--- config.mk ---
export PLATFORM = sky130hd
export DESIGN_NAME = fma_operand_sequencer
export DESIGN_NICKNAME = d
export VERILOG_FILES = /design/src/rtl/fma_operand_sequencer.sv
export SDC_FILE = /design/constraint.sdc
export NUM_CORES = 1
export LEC_CHECK = 0
export ABC_AREA = 1
export CORE_ASPECT_RATIO = 1.2
export CORE_MARGIN = 2
export CORE_UTILIZATION = 44
export CTS_BUF_LIST = sky130_fd_sc_hd__clkbuf_4 sky130_fd_sc_hd__clkbuf_8 sky130_fd_sc_hd__clkbuf_16
export CTS_CLUSTER_SIZE = 8
export DETAILED_ROUTE_END_ITERATION = 7
export GPL_TIMING_DRIVEN = 0
export PLACE_DENSITY = 0.72
export SYNTH_ARGS = -nofsm -noshare
export SYNTH_HDL_FRONTEND = slang
export SYNTH_SLANG_ARGS = --single-unit
--- constraint.sdc ---
create_clock -name clk -period 3.2 [get_ports clk]
set_clock_uncertainty 0.2 [all_clocks]
set_input_delay 0.48 -clock clk [delete_from_list [all_inputs] [get_ports clk]]
set_output_delay 0.48 -clock clk [all_outputs]
set_load 0.1 [all_outputs]
--- src/rtl/fma_operand_sequencer.sv ---
// Dot-product front end for the FMA accumulator: fetches operand pairs
// from two scratchpad ports, seeds the accumulator, streams beats, returns the sum.
module fma_operand_sequencer #(
  parameter int WIDTH   = 16,
  parameter int AW      = 8,
  parameter int MAX_K   = 16,
  parameter int FMA_LAT = 1,
  parameter int KW      = $clog2(MAX_K+1)
) (
  input  logic             clk,
  input  logic             rst_n,
  input  logic             cmd_valid,
  output logic             cmd_ready,
  input  logic [KW-1:0]    cmd_len,
  input  logic [WIDTH-1:0] cmd_seed,
  input  logic [AW-1:0]    cmd_base_a,
  input  logic [AW-1:0]    cmd_base_b,
  input  logic [AW-1:0]    cmd_stride_b,
  output logic             mem_rd_en,
  output logic [AW-1:0]    mem_a_addr,
  output logic [AW-1:0]    mem_b_addr,
  input  logic [WIDTH-1:0] mem_a_data,
  input  logic [WIDTH-1:0] mem_b_data,
  output logic [WIDTH-1:0] fma_a,
  output logic [WIDTH-1:0] fma_b,
  output logic [WIDTH-1:0] fma_seed,
  output logic             fma_update_acc,
  output logic             fma_input_good,
  input  logic             fma_in_ready,
  input  logic [WIDTH-1:0] fma_acc,
  output logic             res_valid,
  input  logic             res_ready,
  output logic [WIDTH-1:0] res_data
);

  localparam int LW = $clog2(FMA_LAT+1);

  typedef enum logic [2:0] {
    S_IDLE, S_SEED, S_STREAM, S_DRAIN, S_RESULT
  } state_t;

  state_t            state_q, state_d;
  logic [KW-1:0]     len_q, len_d;
  logic [KW-1:0]     iss_q, iss_d;
  logic [KW-1:0]     acc_q, acc_d;
  logic [WIDTH-1:0]  seed_q, seed_d;
  logic [AW-1:0]     a_addr_q, a_addr_d;
  logic [AW-1:0]     b_addr_q, b_addr_d;
  logic [AW-1:0]     stride_q, stride_d;
  logic              infl_q, infl_d;
  logic [1:0]        cnt_q, cnt_d;
  logic              wr_q, wr_d;
  logic              rd_q, rd_d;
  logic [LW-1:0]     drn_q, drn_d;
  logic [WIDTH-1:0]  res_q, res_d;
  logic [WIDTH-1:0]  fa_q [2];
  logic [WIDTH-1:0]  fb_q [2];

  logic in_good, accept, bypass, issue, push, pop;

  // With an empty FIFO the head is the read returning this cycle, so the
  // first beat need not wait for a FIFO write.
  always_comb begin
    bypass  = (cnt_q == 2'd0);
    in_good = (state_q == S_STREAM) && (!bypass || infl_q);
    accept  = in_good && fma_in_ready;
    issue   = (state_q == S_STREAM) && (iss_q < len_q) &&
              ((cnt_q + {1'b0, infl_q}) < 2'd2);
    push    = infl_q && !(bypass && accept);
    pop     = accept && !bypass;
  end

  always_comb begin
    state_d  = state_q;
    len_d    = len_q;
    iss_d    = iss_q;
    acc_d    = acc_q;
    seed_d   = seed_q;
    a_addr_d = a_addr_q;
    b_addr_d = b_addr_q;
    stride_d = stride_q;
    drn_d    = drn_q;
    res_d    = res_q;
    infl_d   = issue;
    cnt_d    = cnt_q + {1'b0, push} - {1'b0, pop};
    wr_d     = wr_q ^ push;
    rd_d     = rd_q ^ pop;
    unique case (state_q)
      S_IDLE: begin
        if (cmd_valid) begin
          state_d  = S_SEED;
          len_d    = (cmd_len > KW'(MAX_K)) ? KW'(MAX_K) : cmd_len;
          seed_d   = cmd_seed;
          a_addr_d = cmd_base_a;
          b_addr_d = cmd_base_b;
          stride_d = cmd_stride_b;
          iss_d    = '0;
          acc_d    = '0;
        end
      end
      S_SEED: begin
        state_d = (len_q != '0) ? S_STREAM : S_DRAIN;
        drn_d   = '0;
      end
      S_STREAM: begin
        if (issue) begin
          a_addr_d = a_addr_q + AW'(1);
          b_addr_d = b_addr_q + stride_q;
          iss_d    = iss_q + KW'(1);
        end
        if (accept) begin
          acc_d = acc_q + KW'(1);
          if (acc_d == len_q) begin
            state_d = S_DRAIN;
            drn_d   = '0;
          end
        end
      end
      S_DRAIN: begin
        if (drn_q == LW'(FMA_LAT-1)) begin
          res_d   = fma_acc;
          state_d = S_RESULT;
        end else begin
          drn_d = drn_q + LW'(1);
        end
      end
      S_RESULT: begin
        if (res_ready) state_d = S_IDLE;
      end
      default: state_d = S_IDLE;
    endcase
  end

  always_ff @(posedge clk) begin
    if (!rst_n) begin
      state_q  <= S_IDLE;
      len_q    <= '0;
      iss_q    <= '0;
      acc_q    <= '0;
      seed_q   <= '0;
      a_addr_q <= '0;
      b_addr_q <= '0;
      stride_q <= '0;
      infl_q   <= 1'b0;
      cnt_q    <= '0;
      wr_q     <= 1'b0;
      rd_q     <= 1'b0;
      drn_q    <= '0;
      res_q    <= '0;
    end else begin
      state_q  <= state_d;
      len_q    <= len_d;
      iss_q    <= iss_d;
      acc_q    <= acc_d;
      seed_q   <= seed_d;
      a_addr_q <= a_addr_d;
      b_addr_q <= b_addr_d;
      stride_q <= stride_d;
      infl_q   <= infl_d;
      cnt_q    <= cnt_d;
      wr_q     <= wr_d;
      rd_q     <= rd_d;
      drn_q    <= drn_d;
      res_q    <= res_d;
    end
  end

  always_ff @(posedge clk) begin
    if (push) begin
      fa_q[wr_q] <= mem_a_data;
      fb_q[wr_q] <= mem_b_data;
    end
  end

  always_comb begin
    cmd_ready      = (state_q == S_IDLE);
    mem_rd_en      = issue;
    mem_a_addr     = a_addr_q;
    mem_b_addr     = b_addr_q;
    fma_update_acc = (state_q == S_SEED);
    fma_seed       = fma_update_acc ? seed_q : '0;
    fma_input_good = in_good;
    fma_a          = '0;
    fma_b          = '0;
    if (in_good) begin
      fma_a = bypass ? mem_a_data : fa_q[rd_q];
      fma_b = bypass ? mem_b_data : fb_q[rd_q];
    end
    res_valid = (state_q == S_RESULT);
    res_data  = res_q;
  end

endmodule
==> summary by stage, run 1 <==
Synth
The total number of yosys warnings is 0. Summed over all instances, the cell type with the most area after synthesis is sky130_fd_sc_hd__edfxtp_1. Counting every instance in the synthesized netlist gives 815. A synthesized cell averages between 8 and 9 um2. The number of distinct library cell variants in the gate-level netlist after synthesis is 33. The post-synthesis sequential area ratio is 52.6%. The synthesized netlist occupies a cell area of 6700 um2. The synthesized design contains 144 register bits. The synthesized netlist net count is 932.

The share of the synthesized area in the top cell type is 28.7%. In the post-synthesis netlist, the biggest area contributors are sky130_fd_sc_hd__edfxtp_1 (29%), sky130_fd_sc_hd__dfxtp_1 (24%), sky130_fd_sc_hd__a21oi_1 (8.9%).

Run
The max-cap check violation count is 0.

Pwr
The internal power of the cells totals about 0.0042 W. IR analysis of the VDD net gives a maximum drop of 0.000637 V. The sequential group share of total power is 31.8%. After layout, the design draws a total of roughly 0.0075 W. The switching part of the total power is approximately 44%.

The total power divided by cell area is 786 nW/um2. The combinational group share of total power is between 40% and 50%. The proportion of power drawn by the clock network is between 20% and 30%. The static leakage power is 3.85 nW.

The analysis attributes to net switching a power of 0.00328 W.

Timing
The worst-case headroom to the max-slew limit is 32.0%. The period utilization is 95.9%. The peak clock frequency supported by timing is 0.326 GHz.

The final hold slack is 0.266 ns. The number of setup violations in the final report is 0. At the pin with the least slew margin, the transition time is 1.02 ns. Setup repair after global routing left no endpoint under its margin. The count of pins over their slew limit is 0.

The time the final worst path needs with I/O delays and setup is 3.07 ns. The final count of hold timing violations came to 0.

Floorplanning
The die extent in y is 139 um. The die outline width is 117 um. The region available for standard cell placement spans 15000 um2.

The floorplan die area is 16200 um2. The effective utilization at floorplan is between 40 and 50%. During I/O placement, the number of pins put on the boundary was 183. After floorplanning, the core was divided into 49 placement rows.

Worst setup path
In this run the critical register-to-register path is launched from state_q[2]. The endpoint arrival time on the critical path is 2.39 ns. The kind of cell with the highest combined delay along the critical path is buffers and inverters. The depth of the worst register-to-register path is 7. Tracing the worst setup path back leads to its startpoint at state_q[0]. The total number of cells along the worst setup path is 6. STA classifies the critical path startpoint as a flip-flop. The highest cell delay on the worst timing path is between 0.5 and 0.6 ns.

The endpoint of the worst register-to-register path is fa_q[0][0]. The worst setup path is captured at an output pin. Along the worst path, the maximum fanout reaches 10.

Among all stages on the critical path, the largest delay is contributed by sky130_fd_sc_hd__clkdlybuf4s15_2. The critical path goes through inv_1 -> nor3_4 -> inv_2 -> clkbuf_4 -> nor2_4 -> clkdlybuf4s15_2. The critical path in this run is classified as flip-flop to output pin. The number of buffers and inverters on the critical path is 4. The register-to-register setup slack is 0.56 ns. For the worst setup path, the data required time is 2.52 ns.

Placement
The routability-driven placement congestion ratio is 0.855. The count of buffers added on input and output ports is 181. The HPWL after detailed placement is 12600 um. After detailed placement, the total cell area comes to 8990 um2.

Worst hold path
The capture endpoint of the worst hold path is stride_q[5]. The start point of the worst hold path is stride_q[5]. Along the worst hold path, the cell count comes to 2. In this run the worst hold path is classified as flip-flop to flip-flop.

Global routing
The overall track demand over capacity in global routing is 21.7%. Summed over all layers, the global routing overflow is 0. The wire length of the first global-routing pass is 27900 um. The via count of the first global-routing pass is 5798.

Entering global routing, the biggest net connects 33 pins. The initial antenna violation count is 0.

CTS
The post-CTS setup repair buffer count is 0. The root buffer cell chosen for the clock tree is sky130_fd_sc_hd__clkbuf_16. The number of buffers between clock root and the deepest sink is 2. The H-tree depth reported by CTS is 4. The clock buffer count from CTS is 17. The number of sinks driven by the clock tree is between 100 and 150. After clock tree synthesis, the clock-pin slew on the worst setup and hold paths is 0.06 ns. TritonCTS built the clock tree. Clock latency on the worst-skew pair, taken at its later pin, is 0.41 ns.

Layout
The final layout contains between 1k and 1.5k nets. The share of layout cells above drive strength 1 is 15.5%. The finished cells cover roughly 9500 um2. The signed area change from the synthesized netlist to the final layout is 42.1%.

The number of diodes is 0.

Route
The DRC violations left is 0. The routed wire length is 17600 um. The number of DRC violations after detailed-routing iteration 0 is 305. The antenna violation net count after detailed routing is 0. For this run, the detailed router's first-pass iteration total came to 6.

The routed via count divided by cell count is 4.92. Summing over every cut layer, the via total after detailed routing is between 6k and 7k. The average wire per standard cell is 14.3 um.

Outcome
The run finished with clean final reports.
==> worst max-delay path by stage <==
stage	to
4_1_cts	fma_b[14]
2_1_floorplan	fma_seed[10]
5_1_grt	fma_b[5]
6_report	fma_seed[7]
3_5_place_dp	fma_b[14]
3_3_place_gp	fma_b[14]
==> tightest hold or removal path: cells and delay by family, from the launching register on <==
family / cells / cell delay (ns)
flip-flops: 1 / 0.31
AND/OR/NAND/NOR: 1 / 0.06
AO/OA/AOI/OAI: 1 / 0.05
==> cells by family after synthesis <==
family | Yosys count | synth area share, %
buf+inv | 138 | 8.22
compound gates | 219 | 16.7
flops | 144 | 52.6
fa+ha+maj | 19 | 3.66
simple gates | 287 | 17.7
xor+xnor | 8 | 1.05
==> final cells by class <==
| type | count | area, um2 |
|---|---|---|
| Buffer | 40 | 186 |
| Clock buffer | 21 | 497 |
| Clock inverter | 11 | 105 |
| Fill cell | 1344 | 5450 |
| Inverter | 98 | 368 |
| Multi-Input combinational cell | 533 | 2840 |
| Sequential cell | 144 | 3520 |
| Tap cell | 204 | 255 |
| Timing Repair Buffer | 181 | 1740 |
==> flip-flops by register name, indices dropped and copies added, names as in the netlist, named ones only <==
name        count
acc_q           5
cnt_q           2
fa_q           32
fb_q           32
infl_q          1
iss_q           5
len_q           5
mem_a_addr      8
mem_b_addr      8
rd_q            1
res_data       16
seed_q         16
state_q         3
stride_q        8
wr_q            1
==> per-layer routing <==
| layer | part of all wire, % | vias up | global-route usage, % |
|---|---|---|---|
| met5 | 0 | - | 0 |
| met4 | 1.4 | 0 | 6.69 |
| met3 | 4.9 | 22 | 4.33 |
| met2 | 51 | 171 | 38.3 |
| met1 | 42 | 2771 | 26.5 |
| li1 | - | 3097 | - |
==> cell usage after synthesis <==
cell type                  number
sky130_fd_sc_hd__nor2_1       125
sky130_fd_sc_hd__a21oi_1      119
sky130_fd_sc_hd__nand2_1      112
sky130_fd_sc_hd__o21ai_0       93
sky130_fd_sc_hd__inv_1         92
sky130_fd_sc_hd__dfxtp_1       80
sky130_fd_sc_hd__edfxtp_1      64
sky130_fd_sc_hd__nand3_1       31
sky130_fd_sc_hd__clkbuf_1      23
sky130_fd_sc_hd__ha_1          18
sky130_fd_sc_hd__buf_2         11
sky130_fd_sc_hd__xor2_1         5
sky130_fd_sc_hd__inv_2          4
sky130_fd_sc_hd__nand2_2        4
sky130_fd_sc_hd__nand4_1        4
sky130_fd_sc_hd__or2_2          4
sky130_fd_sc_hd__buf_4          3
sky130_fd_sc_hd__xnor2_1        3
sky130_fd_sc_hd__buf_1          2
sky130_fd_sc_hd__clkinv_1       2
sky130_fd_sc_hd__nor3_1         2
sky130_fd_sc_hd__nor3_4         2
sky130_fd_sc_hd__o21bai_1       2
sky130_fd_sc_hd__a211oi_1       1
sky130_fd_sc_hd__a21oi_4        1
sky130_fd_sc_hd__buf_6          1
sky130_fd_sc_hd__fa_1           1
sky130_fd_sc_hd__nor2_2         1
sky130_fd_sc_hd__nor2_4         1
sky130_fd_sc_hd__nor4_1         1
sky130_fd_sc_hd__o211ai_1       1
sky130_fd_sc_hd__o21ai_1        1
sky130_fd_sc_hd__o41ai_1        1
==> cells in the final DEF, fill, tap and decap left out, types with 5 or more instances in the layout <==
cell and n:
sky130_fd_sc_hd__clkdlybuf4s50_1 130, sky130_fd_sc_hd__nand2_1 112, sky130_fd_sc_hd__nor2_1 109, sky130_fd_sc_hd__o21ai_0 93
sky130_fd_sc_hd__inv_1 92, sky130_fd_sc_hd__a21oi_1 89, sky130_fd_sc_hd__dfxtp_1 80, sky130_fd_sc_hd__edfxtp_1 64
sky130_fd_sc_hd__nand3_1 31, sky130_fd_sc_hd__a21oi_2 30, sky130_fd_sc_hd__clkbuf_1 22, sky130_fd_sc_hd__clkbuf_16 19
sky130_fd_sc_hd__clkbuf_4 18, sky130_fd_sc_hd__buf_4 17, sky130_fd_sc_hd__ha_1 16, sky130_fd_sc_hd__buf_2 13
sky130_fd_sc_hd__clkdlybuf4s15_2 12, sky130_fd_sc_hd__nor2_4 10, sky130_fd_sc_hd__nor2_2 8, sky130_fd_sc_hd__dlygate4sd2_1 6
sky130_fd_sc_hd__xor2_1 5
==> through the flow <==
stage	setup slack, ns	TNS, ns	cells	utilization (%)
3_3_place_gp	-0.231	-6.38	1200	60.0
6_report	0.131	0	1232	63.6
5_1_grt	0.00229	0	1232	63.6
3_5_place_dp	-0.270	-6.46	1200	60.1
2_1_floorplan	-0.242	-0.242	815	-
4_1_cts	0.0143	0	1232	63.2
==> power by group through the flow <==
stage          sequential (W)  combinational, W  clock (W)
4_1_cts               0.00238           0.00314    0.00199
3_3_place_gp          0.00241           0.00313          0
5_1_grt               0.00242           0.00335    0.00207
6_report              0.00238           0.00313    0.00196
2_1_floorplan         0.00312           0.00162          0
3_5_place_dp          0.00241           0.00315          0
==> repair_timing <==
item,in CTS,in global routing
pin swaps,0,0
setup endpoints to repair,50,33
hold buffers,0,0
cloned,0,0
gates resized for setup,198,49
Power figures use the tool's default switching activity.
==> run 2, diff against run 1 <==
- TNS_END_PERCENT: default -> 10
==> run 2 against run 1 <==
First-iteration DRC count rose by 3.3%. Sequential power about the same. Total power hardly changed. Cell count stayed put. Clock power grew 4%. Non-clock buffer count unchanged. Cell area shrank 2.0%. Sequential share of layout area rose by 0.76 points. Register-to-register slack better by 0.05 ns. Global-route usage shrank 0.41 points. Fmax decreased by 0.78%. Largest cell class unchanged.
==> summary by stage, run 2 (synthesized netlist as in run 1, its figures left out) <==
Outcome
The flow ran to the end, and the final reports show no timing, DRC or antenna violations.

Timing
The period utilization is 96.7%. The final hold slack is 0.267 ns. Setup repair after global routing could not meet its margin everywhere. Headroom to the max-slew limit came out at 32.3%. The final count of hold timing violations is 0. The peak clock frequency supported by timing is ~0.32 GHz. The time the final worst path needs with I/O delays and setup is 3.09 ns.

At the pin with the least slew margin, the transition time is 1.01 ns. The count of pins over their slew limit is 0. Across all setup checks in the final design, the least slack found is around 0.11 ns. The number of setup violations in the final report is 0.

Floorplanning
The initialized floorplan defines 49 standard-cell rows. From left edge to right edge, the die measures 117 um. The count of pins on the block boundary is 183. The initial utilization of the core area, before any placement, comes to 44.8%. The floorplan die area is about 16000 um2. The die extent in y is between 100 and 150 um. The placeable core region is 15000 um2.

Worst setup path
The worst setup path is captured at an output pin. The critical path contains buffers and inverters numbering 3 combined. The critical path is of the flip-flop to output pin type. The cell with the largest stage delay on the worst path is sky130_fd_sc_hd__clkdlybuf4s18_2. For the worst setup path, the data arrival time is 2.41 ns. The register-to-register setup slack is 0.61 ns.

Data on the critical path is required at its endpoint by 2.52 ns. The largest driver fanout on the critical path is 10. Grouping stages by cell kind, the critical path spends the most delay in buffers and inverters. On the worst path, the slowest cell contributes a delay of around 0.57 ns.

The sort of element at the start of the critical path is a flip-flop. Traced cell by cell, the critical path runs through nor2_2 -> clkinv_1 -> clkbuf_1 -> a21oi_1 -> clkdlybuf4s18_2.

Layout
The number of diodes is 0. The fill cell instance count of the final layout is 1357. In the final layout, the registers with the most flip-flops are fa_q (32), fb_q (32). The net count of the finished layout is 1132. The final non-filler cell total is 1232. Of the cells placed in the final design, the portion with a size suffix greater than 1 is 12.3%.

In the layout the commonest cells are sky130_fd_sc_hd__clkdlybuf4s50_1 (130), sky130_fd_sc_hd__a21oi_1 (118), sky130_fd_sc_hd__nand2_1 (112). The signed area change from the synthesized netlist to the final layout is 39.2%. The multi-input combinational cells in the finished layout cover a total of between 2000 and 3000 um2. The most common library cell in the layout ignoring fill and taps is sky130_fd_sc_hd__clkdlybuf4s50_1.

The sequential cells in the finished layout cover a total of between 3000 and 4000 um2.

CTS
The number of buffers between clock root and the deepest sink is 2. The clock transition at the registers of the reported paths is 0.06 ns. Clock tree synthesis inserted a total of 17 buffers. At the later pin of the worst-skew pair, clock insertion delay measures 0.41 ns.

The H-tree depth reported by CTS is 4. Counting every sink on the clock net gives 144. The TritonCTS clock tree is yes. The root buffer cell is sky130_fd_sc_hd__clkbuf_16. Once the clock tree was built, the setup fixing pass inserted 0 buffers.

Pwr
Summed over all cells, the static leakage comes to between 3 and 4 nW. The total power divided by cell area is 802 nW/um2. The worst IR drop on VDD is 0.000661 V. The overall power consumption is 0.00747 W.

Route
In this run the remaining antenna-violating nets after routing total 0. The wire length on met2 is 8760 um. The average wire per standard cell is around 14 um. The first TritonRoute pass finished after 5 iterations. Summed over all layers, the routed wires come to 17200 um. The routed wire length on met3 is 884 um. The total vias in the final route is 6046. The DRC violations left is 0. In this run the top signal layer used is met4.

Using the TritonRoute via totals, the vias-per-cell ratio works out to 4.91. In the final routing, the length of wire on met1 measures roughly 7000 um. In this run, the number of DRC markers left after iteration 0 of detailed routing was 315.

Global routing
Entering global routing, the biggest net connects 33 pins. The wire length of the first global-routing pass is 27300 um. The initial antenna violation count was 0. The via count of the first global-routing pass is 5695.

For this run the aggregate overflow at the end of global routing stands at 0. The overall track demand over capacity in global routing is around a fifth.

Placement
The detailed placement HPWL is 12300 um. The post-place setup slack is -0.257 ns. The total of buffers placed on input and output ports is 181. The congestion estimate from routability-driven global placement came to 0.812.

The number of instances in the placed design is 1200.

Worst hold path
The path class of the tightest hold or removal check is flip-flop to flip-flop.

Run
The max-cap check violation count is 0.
## run 2: cell count changes in the layout (fill, tap and decap cells not counted), moves of 3 or more
| cell | change |
|---|---|
| sky130_fd_sc_hd__clkinvlp_4 | -3 |
| sky130_fd_sc_hd__clkbuf_4 | +4 |
| sky130_fd_sc_hd__buf_4 | -10 |
| sky130_fd_sc_hd__inv_6 | +4 |
| sky130_fd_sc_hd__clkdlybuf4s15_2 | -10 |
| sky130_fd_sc_hd__nor2_2 | +5 |
| sky130_fd_sc_hd__nor2_4 | -5 |
| sky130_fd_sc_hd__a21oi_2 | -29 |
| sky130_fd_sc_hd__buf_2 | +11 |
| sky130_fd_sc_hd__a21oi_1 | +29 |
## run 2: routing by layer
metal / vias up / GRT usage (%)
li1: 3096 / -
met1: 2763 / 25.7
met2: 166 / 37.5
met3: 21 / 4.55
met4: 0 / 7.00
met5: - / 0
## run 2: worst paths after layout
path               startpoint           to  depth (start not counted)
setup / recovery     cnt_q[1]    fma_b[15]                          5
hold / removal    stride_q[5]  stride_q[5]                          2
setup reg to reg   state_q[2]   fa_q[0][0]                          7
hold reg to reg   stride_q[5]  stride_q[5]                          2
## run 2: what timing repair did
action	in CTS	in global routing
setup endpoints to repair	50	43
hold buffers	0	0
gates resized for setup	167	91
## run 2: power breakdown
| group | switching [W] | total (W) | internal [W] | leakage (nW) |
|---|---|---|---|---|
| logic | 0.00227 | 0.00307 | 0.000792 | 2.36 |
| registers | 0.000187 | 0.00238 | 0.00219 | 1.23 |
| clock network | 0.000787 | 0.00203 | 0.00124 | 0.296 |
| total | 0.00325 | 0.00747 | 0.00422 | 3.88 |
## run 2: metrics by stage
stage,TNS [ns],utilization [%],cell area [um2]
after global routing,-0.102,62.3,9320
after floorplan,-8.46,-,6770
final,0,62.3,9320
after CTS,-0.0482,63.0,9420
after detailed placement,-5.66,59.1,8840
after global placement,-5.95,59.1,8840
## run 2: worst reg2reg max path: cells and delay by family, from the launching register on
kind | cells | cell delay, ns
adders and majority gates | 1 | 0.79
DFF | 1 | 0.49
AOI/OAI and AO/OA | 2 | 0.29
and+or+nand+nor | 2 | 0.23
buffers and inverters | 2 | 0.20
## run 2: final cells by class
| cell class | count | share of cell area [%] |
|---|---|---|
| buffer | 40 | 1.96 |
| clock buffer | 17 | 4.56 |
| clock inverter | 15 | 1.96 |
| inverter | 98 | 3.95 |
| multi-input combinational | 533 | 29.0 |
| sequential | 144 | 37.8 |
| tap | 204 | 2.74 |
| timing repair buffer | 181 | 18.0 |
==> run 3, diff against run 2 <==
- TNS_END_PERCENT: 10 -> 20
==> run 3 against run 2 <==
Global-route usage rose by 0.85 points. Fmax rose by 1.9%. Sequential power barely moved. Cell area rose by 0.70%. Largest cell class unchanged. Core utilization rose by 0.43 points. Hold slack got worse by 0.0077 ns. Sequential cell count did not move. Sequential share of layout area fell by 0.26 points. Combinational power barely moved.
==> summary by stage, run 3 (synthesized netlist as in run 1, its figures left out) <==
Outcome
The run finished with clean final reports.

Layout
The library cell used most frequently in the layout, excluding fill and tap cells, is sky130_fd_sc_hd__clkdlybuf4s50_1. The filler cells instantiated in the layout total 1372. The library cells used most frequently in the layout, excluding fill and tap cells, are sky130_fd_sc_hd__clkdlybuf4s50_1 (129), sky130_fd_sc_hd__a21oi_1 (118), sky130_fd_sc_hd__nand2_1 (112). The final non-filler cell total is 1232. The net count of the finished layout is 1132.

Summing all non-filler instances in the final layout gives an area of 9390 um2. From synthesis to final layout, the design area changed by 40.2%. In the final layout, the registers with the most flip-flops are fa_q (32), fb_q (32).

The share of layout cells above drive strength 1 is 12.5%. The number of diodes is 0.

Worst hold path
The worst hold path belongs to the class flip-flop to flip-flop. The worst hold path begins at rd_q.

Global routing
Entering global routing, the biggest net connects 33 pins. After global routing the overflow that remains totals 0. The via count of the first global-routing pass came to 5899. Global routing consumed, over all layers together, approximately 22% of the routing resources. The first global-routing pass estimated between 20000 and 30000 um of wire. The initial antenna violation count is 0.

Timing
The count of pins over their slew limit was 0. The final count of hold timing violations is 0. The number of setup violations in the final report is 0. The final hold slack is 0.260 ns. The time the final worst path needs with I/O delays and setup is 3.04 ns. Setup repair after global routing could not meet its margin everywhere. In this run the tightest slew margin relative to its limit is 31.0%. After layout, the worst path uses 94.9% of the clock period. The peak clock frequency supported by timing is 0.329 GHz. The slew of the pin with the lowest slew margin is between 1 and 1.5 ns.

Route
For this block, the initial DRC count from the detailed router was 299. Before antenna repair, the detailed router went through 5 iterations. The routed layout has just over 6k vias. The detail route stage leaves a number of antenna-violating nets equal to 0. For this block, the routed nets add up to ~18000 um of wire. In the final routed layout, each cell accounts on average for 14.3 um. The DRC violations left is 0.

The routed via count divided by cell count is 4.90.

Pwr
The worst IR drop on VDD is 0.000761 V. The total power divided by cell area is a little under 800 nW/um2. Summed over all cells, the static leakage comes to roughly 3.9 nW. The overall power consumption is about 0.0074 W.

Floorplanning
The placeable core region is 15000 um2. The effective utilization at floorplan is between 40% and 50%. In this run the core area contains 49 standard-cell rows. In this run the count of I/O pins placed on the die edge is 183.

The die covers 16200 um2. The floorplan step set the die width to ~120 um. In this run the vertical extent of the chip is 139 um.

CTS
The tree is rooted in a sky130_fd_sc_hd__clkbuf_16. Buffers inserted to repair hold after CTS numbered 0. In this run the deepest clock path goes through 2 buffers. The number of sinks driven by the clock tree is 144.

The clock insertion delay at the later pin of the skew report is 0.42 ns. The clock buffer count from CTS is 17. TritonCTS built the clock tree.

The clock transition at the registers of the reported paths is roughly 0.06 ns. The H-tree depth reported by CTS is 4.

Worst setup path
The largest driver fanout on the critical path is 8. Setup slack on the worst reg-to-reg path comes out at 0.54 ns. The start point of the critical path is state_q[0].

The critical path start-end classification is flip-flop to output pin. In this run the critical register-to-register path is captured at fb_q[0][3]. The critical path ends at fma_seed[2]. Counting cells, the worst reg-to-reg path comes to 7.

The worst setup path is captured at an output pin. The sort of element at the start of the critical path is a flip-flop. The worst endpoint required time is ~2.5 ns.

The source of the worst register-to-register timing path is state_q[2]. The endpoint arrival time on the critical path is 2.36 ns.

Placement
Routability-driven placement finished with a final weighted congestion of 0.802. Once placement finished, the instance area stood at 8870 um2. The total of buffers placed on input and output ports is 181. The detailed placement HPWL is ~13000 um. The number of instances in the placed design is around 1.2k.

Run
The max-cap check violation count is 0.
==> run 3: final cells by class <==
| type | instances | area (um2) | area share [%] |
|---|---|---|---|
| multi-input combinational | 533 | 2730 | 29.1 |
| sequential | 144 | 3520 | 37.5 |
| clock inverter | 12 | 111 | 1.19 |
| tap | 204 | 255 | 2.72 |
| buffer | 40 | 186 | 1.99 |
| inverter | 98 | 368 | 3.92 |
| timing repair buffer | 181 | 1770 | 18.8 |
| clock buffer | 20 | 448 | 4.77 |
==> run 3: worst max-delay path: stages (launching register included) <==
cell,delay [ns]
sky130_fd_sc_hd__dfxtp_1,0.43
sky130_fd_sc_hd__inv_1,0.14
sky130_fd_sc_hd__nor3_4,0.23
sky130_fd_sc_hd__inv_2,0.15
sky130_fd_sc_hd__nor2_2,0.10
sky130_fd_sc_hd__dlygate4sd2_1,0.89
==> run 3: repair_timing <==
| item | CTS | global route |
|---|---|---|
| buffers inserted | 0 | 0 |
| setup endpoints to repair | 50 | 34 |
| endpoints found under the hold margin | 0 | 0 |
| pin swaps | 0 | 0 |
| resized for setup | 198 | 63 |
==> run 3: metrics by stage <==
stage / utilization [%] / TNS, ns / setup slack [ns]
final: 62.7 / 0 / 0.165
after global routing: 62.7 / -0.0122 / -0.0122
after CTS: 62.2 / 0 / 0.0183
after detailed placement: 59.3 / -5.16 / -0.287
after global placement: 59.3 / -5.25 / -0.296
after floorplan: - / -6.74 / -0.521
==> run 3: report_power, final <==
part	switching, W	leakage [nW]	internal (W)
Combinational	0.00229	2.37	0.000814
Sequential	0.000188	1.23	0.00219
Clock	0.000773	0.261	0.00110
==> run 3: routing by layer <==
layer / vias up / share of wire (%) / global-route usage [%]
met3: 22 / 5.6 / 4.50
met5: - / 0 / 0
met1: 2760 / 41 / 26.5
li1: 3091 / - / -
met2: 167 / 51 / 39.2
met4: 0 / 1.9 / 7.49
==> run 3: worst min-delay path by stage <==
stage,to,slack (ns),cells after the start
floorplan,flip-flop,0.23,1
global placement,flip-flop,0.24,1
detailed placement,flip-flop,0.25,1
CTS,flip-flop,0.26,1
global route,flip-flop,0.28,1
finish,flip-flop,0.26,1
